<file path="src/rtl/rotating_banner_mux.sv">
// Rotating hex banner on N_DIG multiplexed active-low 7-segment digits, with writable message.
// anode/segment are registered with 1-cycle latency from sel/ptr/msg; there is no backpressure.
module rotating_banner_mux #(
  parameter int N_DIG   = 4,
  parameter int MSG_LEN = 10,
  parameter int ROT_DIV = 50_000_000,
  parameter int REF_DIV = 50_000,
  localparam int AW     = $clog2(MSG_LEN)
) (
  input  logic             clock,
  input  logic             reset,
  input  logic             en,
  input  logic             dir,
  input  logic             step,
  input  logic             wr_en,
  input  logic [AW-1:0]    wr_addr,
  input  logic [4:0]       wr_data,
  output logic [6:0]       segment,
  output logic [N_DIG-1:0] anode,
  output logic [AW-1:0]    pos
);

  localparam int RW   = $clog2(ROT_DIV);
  localparam int REFW = (REF_DIV > 1) ? $clog2(REF_DIV) : 1;
  localparam int SW   = (N_DIG > 1) ? $clog2(N_DIG) : 1;

  logic [4:0]       msg [MSG_LEN];
  logic [AW-1:0]    ptr;
  logic [RW-1:0]    rot_cnt;
  logic [REFW-1:0]  ref_cnt;
  logic [SW-1:0]    sel;

  logic             tick;
  logic             advance;
  logic             ref_wrap;
  logic [AW:0]      sum;
  logic [AW-1:0]    idx;
  logic [SW-1:0]    sh;
  logic [N_DIG-1:0] anode_nxt;
  logic             wr_ok;

  function automatic logic [6:0] decode(input logic [4:0] s);
    logic [6:0] seg;
    if (s[4]) begin
      seg = 7'h7F;
    end else begin
      case (s[3:0])
        4'h0: seg = 7'b1000000;
        4'h1: seg = 7'b1111001;
        4'h2: seg = 7'b0100100;
        4'h3: seg = 7'b0110000;
        4'h4: seg = 7'b0011001;
        4'h5: seg = 7'b0010010;
        4'h6: seg = 7'b0000010;
        4'h7: seg = 7'b1111000;
        4'h8: seg = 7'b0000000;
        4'h9: seg = 7'b0010000;
        4'hA: seg = 7'b0001000;
        4'hB: seg = 7'b0000011;
        4'hC: seg = 7'b1000110;
        4'hD: seg = 7'b0100001;
        4'hE: seg = 7'b0000110;
        default: seg = 7'b0001110;
      endcase
    end
    return seg;
  endfunction

  assign tick     = en && (rot_cnt == RW'(ROT_DIV - 1));
  assign advance  = tick || (!en && step);
  assign ref_wrap = (ref_cnt == REFW'(REF_DIV - 1));
  assign wr_ok    = wr_en && ({1'b0, wr_addr} < (AW + 1)'(MSG_LEN));

  // sel < N_DIG <= MSG_LEN, so ptr+sel < 2*MSG_LEN and one conditional subtract is a full modulo.
  always_comb begin
    sum = {1'b0, ptr} + (AW + 1)'(sel);
    idx = AW'(sum);
    if (sum >= (AW + 1)'(MSG_LEN)) begin
      idx = AW'(sum - (AW + 1)'(MSG_LEN));
    end
    sh        = SW'(N_DIG - 1) - sel;
    anode_nxt = ~(N_DIG'(1) << sh);
  end

  always_ff @(posedge clock or posedge reset) begin
    if (reset) begin
      ptr     <= '0;
      rot_cnt <= '0;
      ref_cnt <= '0;
      sel     <= '0;
      anode   <= '1;
      segment <= 7'h7F;
      for (int i = 0; i < MSG_LEN; i++) begin
        msg[i] <= {1'b0, 4'(i)};
      end
    end else begin
      if (!en || tick) rot_cnt <= '0;
      else             rot_cnt <= rot_cnt + 1'b1;

      if (advance) begin
        if (!dir) ptr <= (ptr == AW'(MSG_LEN - 1)) ? '0 : ptr + 1'b1;
        else      ptr <= (ptr == '0) ? AW'(MSG_LEN - 1) : ptr - 1'b1;
      end

      if (ref_wrap) begin
        ref_cnt <= '0;
        sel     <= (sel == SW'(N_DIG - 1)) ? '0 : sel + 1'b1;
      end else begin
        ref_cnt <= ref_cnt + 1'b1;
      end

      anode   <= anode_nxt;
      segment <= decode(msg[idx]);

      if (wr_ok) msg[wr_addr] <= wr_data;
    end
  end

  assign pos = ptr;

endmodule
</file>
<file path="config.mk">
export PLATFORM = sky130hd
export DESIGN_NAME = rotating_banner_mux
export DESIGN_NICKNAME = d
export VERILOG_FILES = /design/src/rtl/rotating_banner_mux.sv
export SDC_FILE = /design/constraint.sdc
export NUM_CORES = 1
export LEC_CHECK = 0
export CAP_MARGIN = 5
export CORE_AREA = 2 2 118 120
export CTS_CLUSTER_SIZE = 8
export DETAILED_ROUTE_END_ITERATION = 8
export DIE_AREA = 0 0 120 122
export GPL_TIMING_DRIVEN = 1
export MAX_ROUTING_LAYER = met4
export PLACE_DENSITY_LB_ADDON = 0.25
export SKIP_CTS_REPAIR_TIMING = 1
export SLEW_MARGIN = 0
export SYNTH_ARGS = -nofsm -noshare
export SYNTH_HDL_FRONTEND = slang
export SYNTH_SLANG_ARGS = --single-unit
export TNS_END_PERCENT = 30
</file>
<file path="constraint.sdc">
create_clock -name clock -period 11.95 [get_ports clock]
set_clock_uncertainty 0.1 [all_clocks]
set_input_delay 2.39 -clock clock [delete_from_list [all_inputs] [get_ports clock]]
set_output_delay 2.39 -clock clock [all_outputs]
set_load 0.01 [all_outputs]
</file>
# [After elaboration in Yosys (flattened, before gate mapping)]
# Memory sizes are Yosys's and may differ from the RTL's.
# Index checks and enable logic that the tools add are counted.
# Widths: inputs -> output; s select.
[totals] register_bits=109 rom_bits=112 input_bits=15 output_inout_bits=15 elab_cells=60 mem_count=1
[op_classes] add_sub_neg=8 order_cmp=5 n_eq_ne=4 shifts=1 muxes=14 n_bitwise=3 n_reduce_logical=8
[memory_table] name="(no name shown)" words=16 word_bits=7 rd=1 rd_clocked_by_memory_dff=0 wr=0 line_no="47" text="case (s[3:0])"
[ops] cell="$bwmux 50" count=1
[ops] cell="$add 26x1->26 const B" count=1
[ops] cell="$eq 26x26->1 const B" count=1
[ops] cell="$mux 26" count=1
[ops] cell="$bmux 5 s4" count=1
[ops] cell="$demux 5 s4" count=1
[ops] cell="$add 16x1->16 const B" count=1
[ops] cell="$eq 16x16->1 const B" count=1
[ops] cell="$mux 16" count=1
[ops] cell="$mux 4" count=4
[ops] cell="$mux 5" count=3
[ops] cell="$ge 5x5->1 const B" count=2
[ops] cell="$not 4->5" count=2
[ops] cell="$mux 7" count=1
[ops] cell="$add 4x2->5" count=1
[ops] cell="$ge 5x4->1 const B" count=1
[ops] cell="$lt 5x1->1 const B" count=1
[ops] cell="$add 4x1->4 const B" count=1
[ops] cell="$eq 4x4->1 const B" count=1
[ops] cell="$logic_and 1x1->1" count=4
[ops] cell="$logic_not 4->1" count=1
[ops] cell="$lt 4x4->1 const B" count=1
[ops] cell="$not 4->4" count=1
[ops] cell="$shl 1x2->4 const A" count=1
[ops] cell="other kinds (8)" count=9

# [Logic depth before layout (Yosys ltp)]
# Gate-level depths: netlist of run 1.
# An unclocked memory read counts as a cell.
[logic_depth] ltp_word=9 ltp_mapped=18 ltp_nobuf=16

# [Worst setup path after synthesis of run 1]
# OpenSTA, ideal clock, no wires.
[synth_path] path_kind="reg2reg" from="register ptr[0], in the netlist pos[0]" to="register segment[0]" setup_ns=0.083 arrival_time_ns=4.252 t_required_ns=11.767 slack_ns=7.516 path_stages_with_launch=17 period_less_slack_ns=4.434 cell_sequence="dfrtp_1 > ha_1 > fa_1 > clkbuf_1 > inv_1 > ha_1 > buf_2 > o2111a_4 > o31a_4 > nor2_2 > mux4_2 > a21oi_1 > o31ai_1 > ha_1 > or3_1 > o221ai_1 > nand2_1"
[synth_via] elab_chain_cells=9
[synth_lines] element="start: declaration" line_no="28" text="logic [AW-1:0] ptr;"
[synth_lines] element="start signal: assignment" line_no="101" text="if (!dir) ptr <= (ptr == AW'(MSG_LEN - 1)) ? '0 : ptr + 1'b1;"
[synth_lines] element="start signal: assignment" line_no="102" text="else ptr <= (ptr == '0) ? AW'(MSG_LEN - 1) : ptr - 1'b1;"
[synth_lines] element="$add 4x2->5 (*)" line_no="76" text="sum = {1'b0, ptr} + (AW + 1)'(sel);"
[synth_lines] element="$sub 4x4->4 / $ge 5x4->1 (equally long branches)" line_no="79, 78"
[synth_lines] element="$mux 4 (*)" line_no="78" text="if (sum >= (AW + 1)'(MSG_LEN)) begin"
[synth_lines] element="$not 4->5 (not written as such) (*)" line_no="113" text="segment <= decode(msg[idx]);"
[synth_lines] element="$bmux 5 s4 (*)" line_no="113"
[synth_lines] element="$mux 5 (not written as such) (*) (2 in series)" line_no="113"
[synth_lines] element="$mem_v2 16x7"
[synth_lines] element="$mux 7 (*)" line_no="44" text="if (s[4]) begin"
[synth_lines] element="end signal: assignment" line_no="113"
[synth_lines] element="end: declaration" line_no="18" text="output logic [6:0] segment,"
# Every way passes the cells marked *; elsewhere a longest branch is shown, timed or not. The select of a mux whose other input is x is not followed.
# A chain may end at the register's enable or synchronous reset.

# [Worst setup path after layout of run 1]
[layout_path] from="register ptr[0], in the netlist pos[0]" to="register segment[3]"
# Same word-level chain as after synthesis.

==> results of run 1 <==
cell families after synthesis:
family                     synth area share
adders and majority gates            0.0349
buffers and inverters                0.0307
muxes                                 0.125
DFF                                   0.464
AOI/OAI and AO/OA                     0.122
and+or+nand+nor                       0.166
xor gates and xnor gates             0.0574
state kept, by name, indices dropped and copies added (netlist names):
| name | flops |
|---|---|
| msg | 50 |
| rot_cnt | 26 |
| ref_cnt | 16 |
| segment | 7 |
| anode | 4 |
| pos | 4 |
| sel | 2 |
final timing paths:
kind                              end       start  slack, ns
setup / recovery           segment[3]      pos[0]       6.40
hold / removal             ref_cnt[0]  ref_cnt[0]       0.35
setup reg to reg           segment[3]      pos[0]       6.40
hold reg to reg            ref_cnt[0]  ref_cnt[0]       0.35
max in group asynchronous     msg[35]       reset       8.22
min in group asynchronous  ref_cnt[3]       reset       2.34
per-stage QoR:
| step | total power (W) | utilization | hold WS (ns) | std cells |
|---|---|---|---|---|
| finish | 0.00151 | 0.493 | 0.353 | 766 |
| global route | 0.00161 | 0.493 | 0.374 | 766 |
| CTS | 0.00151 | 0.493 | 0.359 | 766 |
| detailed placement | 0.00122 | 0.472 | 0.351 | 750 |
| global placement | 0.00119 | 0.472 | 0.341 | 750 |
| floorplan | 0.00104 | - | 0.325 | 562 |
routing by layer:
layer	share of wire	up-vias
met5	0	-
met4	0.026	0
met3	0.035	28
met2	0.46	96
met1	0.48	2095
li1	-	2051
cell usage in the layout (no fill, tap or decap), drive strengths merged, types with 3 or more instances in the layout:
cell type       n
nor2b          12
inv            19
o41ai           3
o21ai          33
and3           13
nand3b          4
buf             3
clkbuf         13
clkdlybuf4s50  29
dfstp          26
nand3          36
or2             3
nor3b           3
xnor2          17
o31ai           5
mux2           48
a21o            4
a221oi          3
o211ai          6
nor3            3
a31oi           3
nor2           48
a211oi          3
a21oi          13
dfrtp          83
or3             6
nand4           5
xor2           22
nor4            4
mux4            5
o221ai          4
mux2i           9
nor4b           4
ha             15
nand2          43
nand2b          4
and2            4
power breakdown:
part | switching (W) | internal (W)
sequential | 0.0000590 | 0.000451
combinational | 0.000397 | 0.000309
clock | 0.000127 | 0.000162
final cells by class:
| cell class | count | area, sq um | share of cell area |
|---|---|---|---|
| tap | 180 | 225 | 0.0338 |
| clock inverter | 3 | 40.0 | 0.00601 |
| inverter | 19 | 73.8 | 0.0111 |
| clock buffer | 13 | 240 | 0.0361 |
| timing repair buffer | 32 | 313 | 0.0470 |
| multi-input combinational | 410 | 3010 | 0.452 |
| sequential | 109 | 2760 | 0.414 |
==> reports/metrics.csv, run 1 <==
metric,value,unit
Cells after Synth,562,
Setup crit start kind,register,
setup TNS,0,ns
slowest CP cell,o32ai_1,
Final Net Count,612,
"Min Clock Period, post-route",5.55,ns
Area Overhead vs Synth,11.9,%
Worst slew margin,0.296,
post-synthesis sequential area ratio,0.464,
CP top delay family,compound AO/OA/AOI/OAI gates,
met3 Usage GRT,0.0379,
share of the synthesized area in the top cell type,0.349,
fin crit share,0.464,
H-tree depth,3,
"most used cell, CP",ha_1,
crit end category,register,
CP cell instances,"ha_1, fa_1, xnor2_1, ha_1, nand2b_1, o31ai_1, o32ai_1, nand2_1, a41o_1, o31ai_1, inv_1, ha_1, nand2_1, o211ai_1, o211ai_1",
chip height,122,microns
Synth area leaders,"dfrtp_1, dfstp_2, mux2_2, xor2_1, ha_1",
predominant post-synthesis flop cell,dfrtp_1,
Starting Density,0.441,
Clock Latency Late Sink,0.35,ns
gr busiest metal,met2,
Post-synth EDFFs,0,
"Req. time, crit path",12.12,ns
"Buf+Inv Stages, Crit Path",1,
Synth area leader,dfrtp_1,
clk buf depth,2,
num rows,43,
Post-DRT Antenna Nets,0,
routed len/inst,16.0,microns
Critical Path Stages,15,
number of fillers in the final layout,1176,
final hold vios,0,
worst r2r path cells,15,
pwr/cell area,226,nW/um^2
Overflow after GRT,0,
initial antenna violation count,0,
worst IR drop on VDD,90.6,uV
DRT Wirelength,12300,microns
root buffer cell,clkbuf_16,
Ports,30,
DR vias,4270,
port buffer count,29,
layout cell share with drive strength beyond 1,0.184,
Yosys reg bits,109,
post-layout instance area,6660,sq um
RSZ-0062 raised after global routing,false,
Syn Std Cell Area,5950,sq um
Min-Delay Path Class,register to register,
vias in the first global route,4228,
"count leader, synth",dfrtp_1,
Slew Limit Fails,0,
Max Clock Freq,180,MHz
CTS tree,yes,
DRT iter0 DRCs,328,
CTS Buf Count,9,
Worst Tran Pin Value,1.05,ns
First-pass DRT Iterations,5,
final RePlAce weighted congestion,0.923,
Post-synth top cells,"dfrtp_1, mux2_2, nor2_1",
met2 Resource Use GR,0.283,
largest net degree at the start of global routing,68,
Sink Count,109,
Hold Path Cell Cnt,1,
"FFs w/ async S/R, synth",1.00,
Total GRT Usage,0.186,
first-pass GRT wire length,20800,microns
CP arrival,5.71,ns
Synth Net Count,593,
met1 Usage GRT,0.244,
slowest cell delay on critical path,0.68,ns
vias per cell,5.57,
# Max-Cap Violations,0,
Die Area,14600,sq um
Worst-path clk slew,0.07,ns
HPWL Detailed,8770,microns
pre-CTS WS,6.51,ns
leak pwr,2.73,nW
Ys Warns,0,
"Distinct cells, synth",68,
Post-Syn Area per Cell,10.6,sq um
width of the die,120,microns
"Setup violations, final",0,
status,finished clean,
Worst Setup Path Type,register to register,
Final WS setup,6.40,ns
DRC viols,0,
placed instance area,6380,sq um
CORE AREA,13500,sq um
ant diodes,0,
Crit Path Max Fanout,15,
(Power assumes the default switching activity.)
==> run 2: changes to the inputs <==
==> constraint.sdc (replaced) <==
create_clock -name clock -period 4.45 [get_ports clock]
set_clock_uncertainty 0.1 [all_clocks]
set_input_delay 0.89 -clock clock [delete_from_list [all_inputs] [get_ports clock]]
set_output_delay 0.89 -clock clock [all_outputs]
set_load 0.01 [all_outputs]
==> run 2 against run 1 <==
Compared with the run above:
- first-iteration DRC count decreased by 9.5%
- final cell count rose by 2.2%
- critical path depth grew 2
- sequential share of layout area shrank 0.88 points
- register-to-register slack worse by 6.2 ns
- count of clock-buffer cells in the layout stayed put
- power increased to 2.8 times the previous value
- clock power increased to 2.6 times the previous value
- flip-flop and latch count unchanged
- die area stayed put
- hold slack improved by 0.0094 ns
- critical path type unchanged
==> reports/metrics.csv, run 2 (synthesis results as in run 1) <==
metric,value,unit,change
status,finished clean,,unchanged
"commonest cells after routing, fill and taps aside","dfrtp_1, mux2_2, nor2_1",,unchanged
net switching power,0.00164,W,was 0.000583 W
layout cell share with drive strength beyond 1,0.216,,was 0.184
clk buf depth,2,,unchanged
Starting Density,0.441,,unchanged
Setup crit start kind,register,,unchanged
combinational power share,0.508,,was 0.469
Worst slew margin,0.397,,was 0.296
"Setup violations, final",0,,unchanged
pwr/cell area,624,nW/um^2,was 226 nW/um^2
clock power share,0.179,,was 0.192
RSZ-0062 raised after global routing,false,,unchanged
fin crit share,0.953,,was 0.464
"most common cell after layout, fill and taps aside",dfrtp_1,,unchanged
switch share,0.386,,was 0.387
first-pass GRT wire length,21800,microns,"was 20,800 microns"
post-layout instance area,6800,sq um,was 6660 sq um
Overflow after GRT,0,,unchanged
final RePlAce weighted congestion,0.988,,was 0.923
CTS Buf Count,9,,unchanged
initial antenna violation count,0,,unchanged
setup TNS,0,ns,unchanged
Largest regs,"msg x50, rot_cnt x26, ref_cnt x16",,unchanged
width of the die,120,microns,unchanged
worst IR drop on VDD,265,uV,was 90.6 uV
largest net degree at the start of global routing,55,,was 68
# Max-Cap Violations,0,,unchanged
"Min Clock Period, post-route",4.24,ns,was 5.55 ns
Slew Limit Fails,0,,unchanged
ant diodes,0,,unchanged
WL met2,6180,microns,was 5690 microns
DRC viols,0,,unchanged
CP arrival,4.41,ns,was 5.71 ns
Ports,30,,unchanged
leak pwr,2.81,nW,was 2.73 nW
max layer used,met4,,unchanged
vias per cell,5.59,,was 5.57
Fin Hold WS,0.363,ns,was 0.353 ns
Clock Latency Late Sink,0.36,ns,was 0.35 ns
slowest cell delay on critical path,0.50,ns,was 0.68 ns
Worst Tran Pin Value,0.903,ns,was 1.05 ns
routed wl met3,433,microns,was 434 microns
DR vias,4376,,"was 4,270"
Crit Path Max Fanout,9,,was 15
vias in the first global route,4308,,"was 4,228"
Die Area,14600,sq um,unchanged
routed len/inst,16.5,microns,was 16.0 microns
Worst Setup Path Type,register to register,,unchanged
Final Net Count,629,,was 612
Sink Count,109,,unchanged
wire length on met1,6130,microns,was 5850 microns
First-pass DRT Iterations,5,,unchanged
chip height,122,microns,unchanged
CTS tree,yes,,unchanged
port buffer count,29,,unchanged
root buffer cell,clkbuf_16,,unchanged
"Req. time, crit path",4.62,ns,was 12.12 ns
Total GRT Usage,0.194,,was 0.186
num rows,43,,unchanged
DRT iter0 DRCs,297,,was 328
Int Pwr,0.00261,W,was 0.000922 W
CP cell instances,"ha_2, fa_1, inv_1, ha_2, nand2b_1, and3_2, o31a_4, nor2_2, buf_4, mux4_2, a21oi_2, o31ai_1, buf_4, ha_1, or3_1, o221ai_1, nand2_1",,"was ha_1, fa_1, xnor2_1, ha_1, nand2b_1, o31ai_1, o32ai_1, nand2_1, a41o_1, o31ai_1, inv_1, ha_1, nand2_1, o211ai_1, o211ai_1"
HPWL Detailed,9320,microns,was 8770 microns
H-tree depth,3,,unchanged
placed instance area,6480,sq um,was 6380 sq um
final hold vios,0,,unchanged
slowest CP cell,fa_1,,was o32ai_1
crit end category,register,,unchanged
Worst-path clk slew,0.07,ns,about the same
Area Overhead vs Synth,14.3,%,was 11.9%
max FFs per register,50,,unchanged
Min-Delay Path Class,register to register,,unchanged
Biggest register,msg,,unchanged
final core utilization,0.504,,was 0.493
Seq pwr share,0.313,,was 0.339
CORE AREA,13500,sq um,unchanged
Max Clock Freq,236,MHz,was 180 MHz
Post-DRT Antenna Nets,0,,unchanged
DRT Wirelength,12900,microns,"was 12,300 microns"
number of fillers in the final layout,1196,,"was 1,176"
[run 2: changes by cell type in the layout (fill, tap and decap cells not counted), moves of 2 or more]
cell / change
clkinv_2: -2
buf_4: +16
clkinvlp_4: +2
ha_2: +2
ha_1: -2
[run 2: path summary, 6_finish.rpt]
check / start / endpoint / slack (ns) / cells after the start
setup / recovery: sel[0] / segment[0] / 0.21 / 17
hold / removal: ref_cnt[0] / ref_cnt[0] / 0.36 / 1
setup reg to reg: sel[0] / segment[0] / 0.21 / 17
hold reg to reg: ref_cnt[0] / ref_cnt[0] / 0.36 / 1
max in group asynchronous: reset / segment[2] / 2.50 / 3
min in group asynchronous: reset / rot_cnt[6] / 0.88 / 2
[run 2: cell type report]
cell class,instances,area (sq um),share of cell area
multi-input cells,410,3020,0.444
flip-flops and latches,109,2760,0.406
repair buffers,49,453,0.0666
clock buffers,13,250,0.0368
well taps,180,225,0.0331
inverters,19,73.8,0.0108
clock inverters,3,23.8,0.00349
[run 2: per-stage QoR]
step | std cells | power (W) | setup slack [ns]
global route | 783 | 0.00451 | 0.0458
global placement | 764 | 0.00333 | 0.256
finish | 783 | 0.00424 | 0.210
detailed placement | 764 | 0.00339 | 0.0987
floorplan | 562 | 0.00280 | 0.0158
CTS | 780 | 0.00416 | 0.0979
[run 2: critical path, delay by kind of cell, from the launching register on]
kind                       cells  cell delay, ns
AOI/OAI and AO/OA              4            0.71
adders and majority gates      4            1.19
and+or+nand+nor                5            0.97
muxes                          1            0.32
DFF                            1            0.42
buffers and inverters          3            0.44
[run 2: layer usage]
metal  vias to the layer above  global-route usage
li1                       2084                   -
met1                      2186               0.262
met2                        95               0.304
met3                        11              0.0281
met4                         0              0.0610
met5                         -                   -
[run 2: power by group through the flow]
stage,sequential (W),combinational [W],clock [W]
2_1_floorplan,0.00133,0.00147,0
4_1_cts,0.00133,0.00206,0.000773
3_3_place_gp,0.00135,0.00198,0
5_1_grt,0.00135,0.00235,0.000807
6_report,0.00133,0.00216,0.000758
3_5_place_dp,0.00135,0.00204,0
